<file path="src/rtl/if_id_hazard_ctrl.sv">
// IF/ID pipeline register with the ID-stage hazard unit: operand forwarding selects,
// load-use stall, taken-branch flush, and saturating stall/flush debug counters.
module if_id_hazard_ctrl #(
  parameter int          CNT_W    = 16,
  parameter logic [31:0] NOP_INST = 32'h0000_0000
) (
  input  logic             clk,
  input  logic             rst,
  input  logic [31:0]      if_inst,
  input  logic [31:0]      if_pc4,
  input  logic             use_rs,
  input  logic             use_rt,
  input  logic             e_wreg,
  input  logic             e_m2reg,
  input  logic [4:0]       e_rn,
  input  logic             m_wreg,
  input  logic             m_m2reg,
  input  logic [4:0]       m_rn,
  input  logic             e_branch_taken,
  output logic [31:0]      id_inst,
  output logic [31:0]      id_pc4,
  output logic             id_valid,
  output logic [3:0]       id_ins_number,
  output logic [1:0]       id_fwda,
  output logic [1:0]       id_fwdb,
  output logic             wpcir,
  output logic             bubble,
  output logic [CNT_W-1:0] stall_cnt,
  output logic [CNT_W-1:0] flush_cnt
);

  localparam logic [1:0] FWD_RF   = 2'b00;
  localparam logic [1:0] FWD_EALU = 2'b01;
  localparam logic [1:0] FWD_MALU = 2'b10;
  localparam logic [1:0] FWD_MLD  = 2'b11;

  localparam logic [CNT_W-1:0] CNT_ONE = {{(CNT_W-1){1'b0}}, 1'b1};
  localparam logic [CNT_W-1:0] CNT_MAX = {CNT_W{1'b1}};

  logic [4:0] rs;
  logic [4:0] rt;
  logic       e_alu_rs_hit;
  logic       e_alu_rt_hit;
  logic       m_rs_hit;
  logic       m_rt_hit;
  logic       load_rs_hit;
  logic       load_rt_hit;
  logic       stall;
  logic       flush;
  logic [1:0] fwda_raw;
  logic [1:0] fwdb_raw;

  assign rs = id_inst[25:21];
  assign rt = id_inst[20:16];

  // Register 0 is hard-wired to zero, so a write to it is never a real producer.
  assign e_alu_rs_hit = e_wreg && !e_m2reg && (e_rn != 5'd0) && (e_rn == rs);
  assign e_alu_rt_hit = e_wreg && !e_m2reg && (e_rn != 5'd0) && (e_rn == rt);
  assign m_rs_hit     = m_wreg && (m_rn != 5'd0) && (m_rn == rs);
  assign m_rt_hit     = m_wreg && (m_rn != 5'd0) && (m_rn == rt);

  assign load_rs_hit  = use_rs && (e_rn == rs);
  assign load_rt_hit  = use_rt && (e_rn == rt);

  assign stall = id_valid && e_wreg && e_m2reg && (e_rn != 5'd0) &&
                 (load_rs_hit || load_rt_hit);
  assign flush = e_branch_taken;

  // The younger EXE producer wins over MEM; loads in EXE cannot forward yet.
  always_comb begin
    fwda_raw = FWD_RF;
    if (e_alu_rs_hit) begin
      fwda_raw = FWD_EALU;
    end else if (m_rs_hit) begin
      fwda_raw = m_m2reg ? FWD_MLD : FWD_MALU;
    end
  end

  always_comb begin
    fwdb_raw = FWD_RF;
    if (e_alu_rt_hit) begin
      fwdb_raw = FWD_EALU;
    end else if (m_rt_hit) begin
      fwdb_raw = m_m2reg ? FWD_MLD : FWD_MALU;
    end
  end

  assign id_fwda = stall ? FWD_RF : fwda_raw;
  assign id_fwdb = stall ? FWD_RF : fwdb_raw;

  assign wpcir  = !(stall && !flush);
  assign bubble = stall || flush || !id_valid;

  // Flush beats stall: the stalled instruction is on the wrong path anyway.
  always_ff @(posedge clk) begin
    if (rst) begin
      id_inst       <= NOP_INST;
      id_pc4        <= 32'd0;
      id_valid      <= 1'b0;
      id_ins_number <= 4'd0;
    end else if (flush) begin
      id_inst       <= NOP_INST;
      id_pc4        <= 32'd0;
      id_valid      <= 1'b0;
    end else if (!stall) begin
      id_inst       <= if_inst;
      id_pc4        <= if_pc4;
      id_valid      <= 1'b1;
      id_ins_number <= id_ins_number + 4'd1;
    end
  end

  always_ff @(posedge clk) begin
    if (rst) begin
      stall_cnt <= '0;
    end else if (stall && !flush && (stall_cnt != CNT_MAX)) begin
      stall_cnt <= stall_cnt + CNT_ONE;
    end
  end

  always_ff @(posedge clk) begin
    if (rst) begin
      flush_cnt <= '0;
    end else if (flush && (flush_cnt != CNT_MAX)) begin
      flush_cnt <= flush_cnt + CNT_ONE;
    end
  end

endmodule

</file>
<file path="config.mk">
export PLATFORM = sky130hd
export DESIGN_NAME = if_id_hazard_ctrl
export DESIGN_NICKNAME = d
export VERILOG_FILES = /design/src/rtl/if_id_hazard_ctrl.sv
export SDC_FILE = /design/constraint.sdc
export NUM_CORES = 1
export LEC_CHECK = 0
export ABC_AREA = 1
export BUFFER_PORTS_ARGS = -buffer_cell sky130_fd_sc_hd__buf_2
export CAP_MARGIN = 20
export CORE_AREA = 2 2 100 102
export DETAILED_ROUTE_END_ITERATION = 16
export DIE_AREA = 0 0 102 104
export HOLD_SLACK_MARGIN = 0.12
export MAX_ROUTING_LAYER = met4
export PLACE_DENSITY_LB_ADDON = 0.25
export SYNTH_ARGS = -nofsm -noshare
export SYNTH_HDL_FRONTEND = slang
export SYNTH_SLANG_ARGS = --single-unit
</file>
<file path="constraint.sdc">
create_clock -name clk -period 3 [get_ports clk]
set_clock_uncertainty 0.1 [all_clocks]
set_input_delay 0.3 -clock clk [delete_from_list [all_inputs] [get_ports clk]]
set_output_delay 0.3 -clock clk [all_outputs]
set_load 0.03 [all_outputs]
</file>
== Word-level counts from Yosys, hierarchy flattened ==
Index checks and enable logic that the tools add are counted.

* Bits in registers: 101
* Input port bits: 83
* Output and inout bits: 107

* $add $sub $neg: 3
* Equal/unequal tests: 6
* Muxes and demuxes: 7
* Bitwise logic cells: 2
* Reductions and logical operators: 27

{| class="wikitable"
|+ Operator list
! kind !! number
|-
| $add 16x1->16 const B || 2
|-
| $ne 16x16->1 const B || 2
|-
| $eq 5x5->1 || 4
|-
| $logic_and 1x1->1 || 16
|-
| $mux 2 || 6
|-
| $reduce_bool 5->1 || 2
|-
| $add 4x1->4 const B || 1
|-
| $logic_not 1->1 || 4
|-
| $logic_or 1x1->1 || 3
|-
| $not 1->1 || 2
|-
| $reduce_and 2->1 || 1
|-
| $reduce_or 2->1 || 1
|-
| $mux 1 || 1
|}

== Longest topological paths before layout ==
* Depth in word-level cells: 6
* Gate-level depth with buffers: 12
* Depth with buffers taken out: 12

== Worst setup path after synthesis ==
No wires, ideal clock.

* Path kind: register to output
* From: register id_inst[21]
* To: output port id_fwdb[1]
* Arrival: 1.740 ns
* Required time: 2.600 ns
* Setup slack: 0.860 ns
* Cell stages (with the launch flop): 9
* Cells stage by stage: dfxtp_1 -> xor2_1 -> nor2_1 -> nand4_1 -> nand2_4 -> nand2_4 -> buf_2 -> nand2_1 -> nor2_1

* Cells in the longest elaborated chain, start to end: 5

{| class="wikitable"
|+ RTL lines
! what !! RTL line !! source
|-
| start, declared || 20 || <nowiki>output logic [31:0] id_inst,</nowiki>
|-
| start signal, assigned || 106 || <nowiki>id_inst <= if_inst;</nowiki>
|-
| $eq 5x5->1 || 62 || <nowiki>assign load_rs_hit = use_rs && (e_rn == rs);</nowiki>
|-
| $logic_and 1x1->1 || 62 ||
|-
| $logic_or 1x1->1 || 66 || <nowiki>(load_rs_hit || load_rt_hit);</nowiki>
|-
| $logic_and 1x1->1 || 65 || <nowiki>assign stall = id_valid && e_wreg && e_m2reg && (e_rn != 5'd0) &&</nowiki>
|-
| $mux 2 || 89 || <nowiki>assign id_fwdb = stall ? FWD_RF : fwdb_raw;</nowiki>
|-
| end, declared || 25 || <nowiki>output logic [1:0] id_fwdb,</nowiki>
|}

Every way passes these cells.

== Final worst setup path ==
* From: register id_inst[22]
* To: output port bubble

* Cells in the longest elaborated chain, start to end: 6

{| class="wikitable"
|+ RTL lines
! what !! RTL line !! source
|-
| $eq 5x5->1 || 62 ||
|-
| $logic_and 1x1->1 || 62 ||
|-
| $logic_or 1x1->1 || 66 ||
|-
| $logic_and 1x1->1 || 65 ||
|-
| $logic_or 1x1->1 (2 in a row) || 92 || <nowiki>assign bubble = stall || flush || !id_valid;</nowiki>
|-
| end, declared || 27 || <nowiki>output logic bubble,</nowiki>
|}

Every way passes these cells.

==> results.ini <==
[yosys]
synth_edf_count = 0
synthCells = 659
ys_ff_latch = 101
netlist_area_mm2 = 0.00463
synthesis.nets = 745
synth_area_leader_cell = dfxtp_1
ys_async_sr_fraction = 0
synth_ff_type = dfxtp_1
synth.most_common_cell = nor2_1
synth_top_cells_by_count = nor2_1, nand2_1, dfxtp_1, o21ai_0, inv_1
synth_area_leaders = dfxtp_1, nor2_1, nand2_1, o21ai_0, inv_1
yosysUniqueCellTypes = 35
ys_warn_count = 0
synth_top_area_share = 0.436
syn_area_per_cell_um2 = 7.03
yosysSeqAreaShare = 0.436

[worst_setup_path]
crit_buf_inv = 3
end_kind = output port
worstPathRequired_ns = 2.60
worstSetupStartpointType = flip-flop
critPathMaxStageDelay_ns = 0.41
worstSetupPathType = reg2out
critPathMaxFanout = 31
crit_family = simple AND/OR/NAND/NOR gates
crit_path_frequent_cell = nand2_1
path_cells = inv_1 -> nand2_1 -> nand2_1 -> nor2_1 -> nand4_1 -> nand2_4 -> nand2_4 -> nand2_1 -> inv_2 -> nand2_1 -> buf_2
arrival_ns = 2.21
slowest_stage = dfxtp_1

[clock_network]
root_buffer = clkbuf_8
cts-buffers-inserted = 9
cts_tree = yes
clockBufferDepth = 2
clk_pin_slew_ns = 0.10
cts_setup_buffers = 0
cts_num_sinks = 101
htreeDepth = 3
insertion_delay_ns = 0.36

[run]
cap_violations = 0

[drt]
drt-total-wl_mm = 13.9
drc = 0
routed_via_density = 4.94
drt_iter0_drc = 192
route.vias.total = 5125
first_pass_iters = 5
routedWlPerCell_um = 13.4
ant_nets = 0

[global_route]
met1_usage = 0.322
grtUsageTotal = 0.271
antenna_found_initial = 0
grt_use_met2 = 0.451
grt_max_degree = 72
overflow = 0
grt_pass1_wl_mm = 22.6
grt_pass1_vias = 4912
grt_busiest_layer = met2
gr-usage-met3 = 0.0484

[sta]
max_freq_mhz = 384
relSlewSlack = 0.479
hold_viol = 0
tightestPinTransition_ns = 0.781
fin_crit_sh = 0.868
finalSetupViolations = 0
drv_slew = 0
period_needed_ns = 2.61
grt_setup_unrepaired = false
fin_setup_tns_ns = 0

[pwr]
power_density_mw_per_mm2 = 433
p_clk_frac = 0.348
swShare = 0.267
intPower_mw = 2.05
net-switching-power_mw = 0.745
power.leakage_nw = 3.15
comb_power_share = 0.147
power_frac_seq = 0.505
vdd.ir_drop.worst_mv = 0.281

[placed_design]
gp_congestion = 0.875
dp_hpwl_mm = 9.14
port_buffers = 189
place_inst = 957

[floorplanning]
die_y_um = 104
core_area_mm2 = 0.00955
io-pin-count = 190
die_w_um = 102
dieArea_mm2 = 0.0106
row_count = 36
initial_core_util = 0.485

[hold_path]
min_path_type = in2reg

[layout]
post_layout_nonfiller_instances = 1037
drive_gt1_frac = 0.259
area_growth_pct = 39.5
diodes = 0
nNetsFinal = 985

[run_status]
outcome = finished, final reports clean

## power groups by stage
stage               Sequential [mW]  Clock (mW)  Combinational, mW
floorplan                      1.52           0              0.128
global placement               1.44           0              0.333
detailed placement             1.44           0              0.339
CTS                            1.41       0.984              0.404
global route                   1.42        1.04              0.448
finish                         1.41       0.972              0.411
## metrics by stage
| step | power (mW) | setup WS [ns] | hold slack [ns] | util | area [um2] |
|---|---|---|---|---|---|
| 2_1_floorplan | 1.65 | 0.860 | 0.335 | - | 4630 |
| 3_3_place_gp | 1.77 | 0.850 | 0.371 | 0.586 | 5600 |
| 3_5_place_dp | 1.78 | 0.788 | 0.384 | 0.586 | 5600 |
| 4_1_cts | 2.80 | 0.387 | 0.171 | 0.677 | 6460 |
| 5_1_grt | 2.90 | 0.112 | 0.192 | 0.677 | 6460 |
| 6_report | 2.79 | 0.395 | 0.179 | 0.677 | 6460 |
## sequential cells by signal, indices dropped and copies added, names as in the netlist
name           flops
flush_cnt         16
id_pc4            32
stall_cnt         16
id_inst           32
id_valid           1
id_ins_number      4
## cells by family (layout without fill, tap and decap cells)
logic type,count (synthesis),count (layout),share of synthesized area
and+or+nand+nor,336,336,0.304
adders and majority gates,3,3,0.00810
buffers and inverters,91,336,0.0907
AOI/OAI and AO/OA,110,110,0.127
DFF,101,101,0.436
xor gates and xnor gates,18,18,0.0340
## final timing paths
path | to | cells after the start | from | slack, ns
setup / recovery | bubble | 11 | id_inst[22] | 0.39
hold / removal | stall_cnt[9] | 2 | rst | 0.18
setup reg to reg | id_pc4[14] | 10 | id_inst[22] | 0.77
hold reg to reg | flush_cnt[2] | 2 | flush_cnt[2] | 0.40
## per-layer routing
layer  up-vias  wire [um]  share of wire
li1       2568          -              -
met1      2313       5690           0.41
met2       208       7000           0.50
met3        36        842          0.060
met4         0        392          0.028
met5         -          0              0
## cell usage in the layout, fill, tap and decap left out, types with 6 or more instances in the layout
cell	synthesis	final
dfxtp_1	101	101
o21ai_0	68	68
o21ai_1	14	14
xnor2_1	11	11
inv_2	8	8
nand4_1	13	13
inv_1	56	56
a21oi_2	6	6
nand2_1	102	102
nand3_1	18	18
dlygate4sd3_1	0	64
clkbuf_8	0	10
nor2_1	177	176
nor3_1	10	10
a21oi_1	15	15
buf_2	4	189
xor2_1	7	7
## final cells by class
type,count,area (um2)
fillers,822,3090
multi-input cells,467,2200
flip-flops and latches,101,2020
clock inverters,6,86.3
clock buffers,10,138
well taps,133,166
repair buffers,255,1600
inverters,65,249
## repair_timing
item / CTS / global route
resized for setup: 0 / 0
hold buffers: 64 / 0
hold endpoints to repair: 64 / 0
Power figures use the tool's default switching activity.
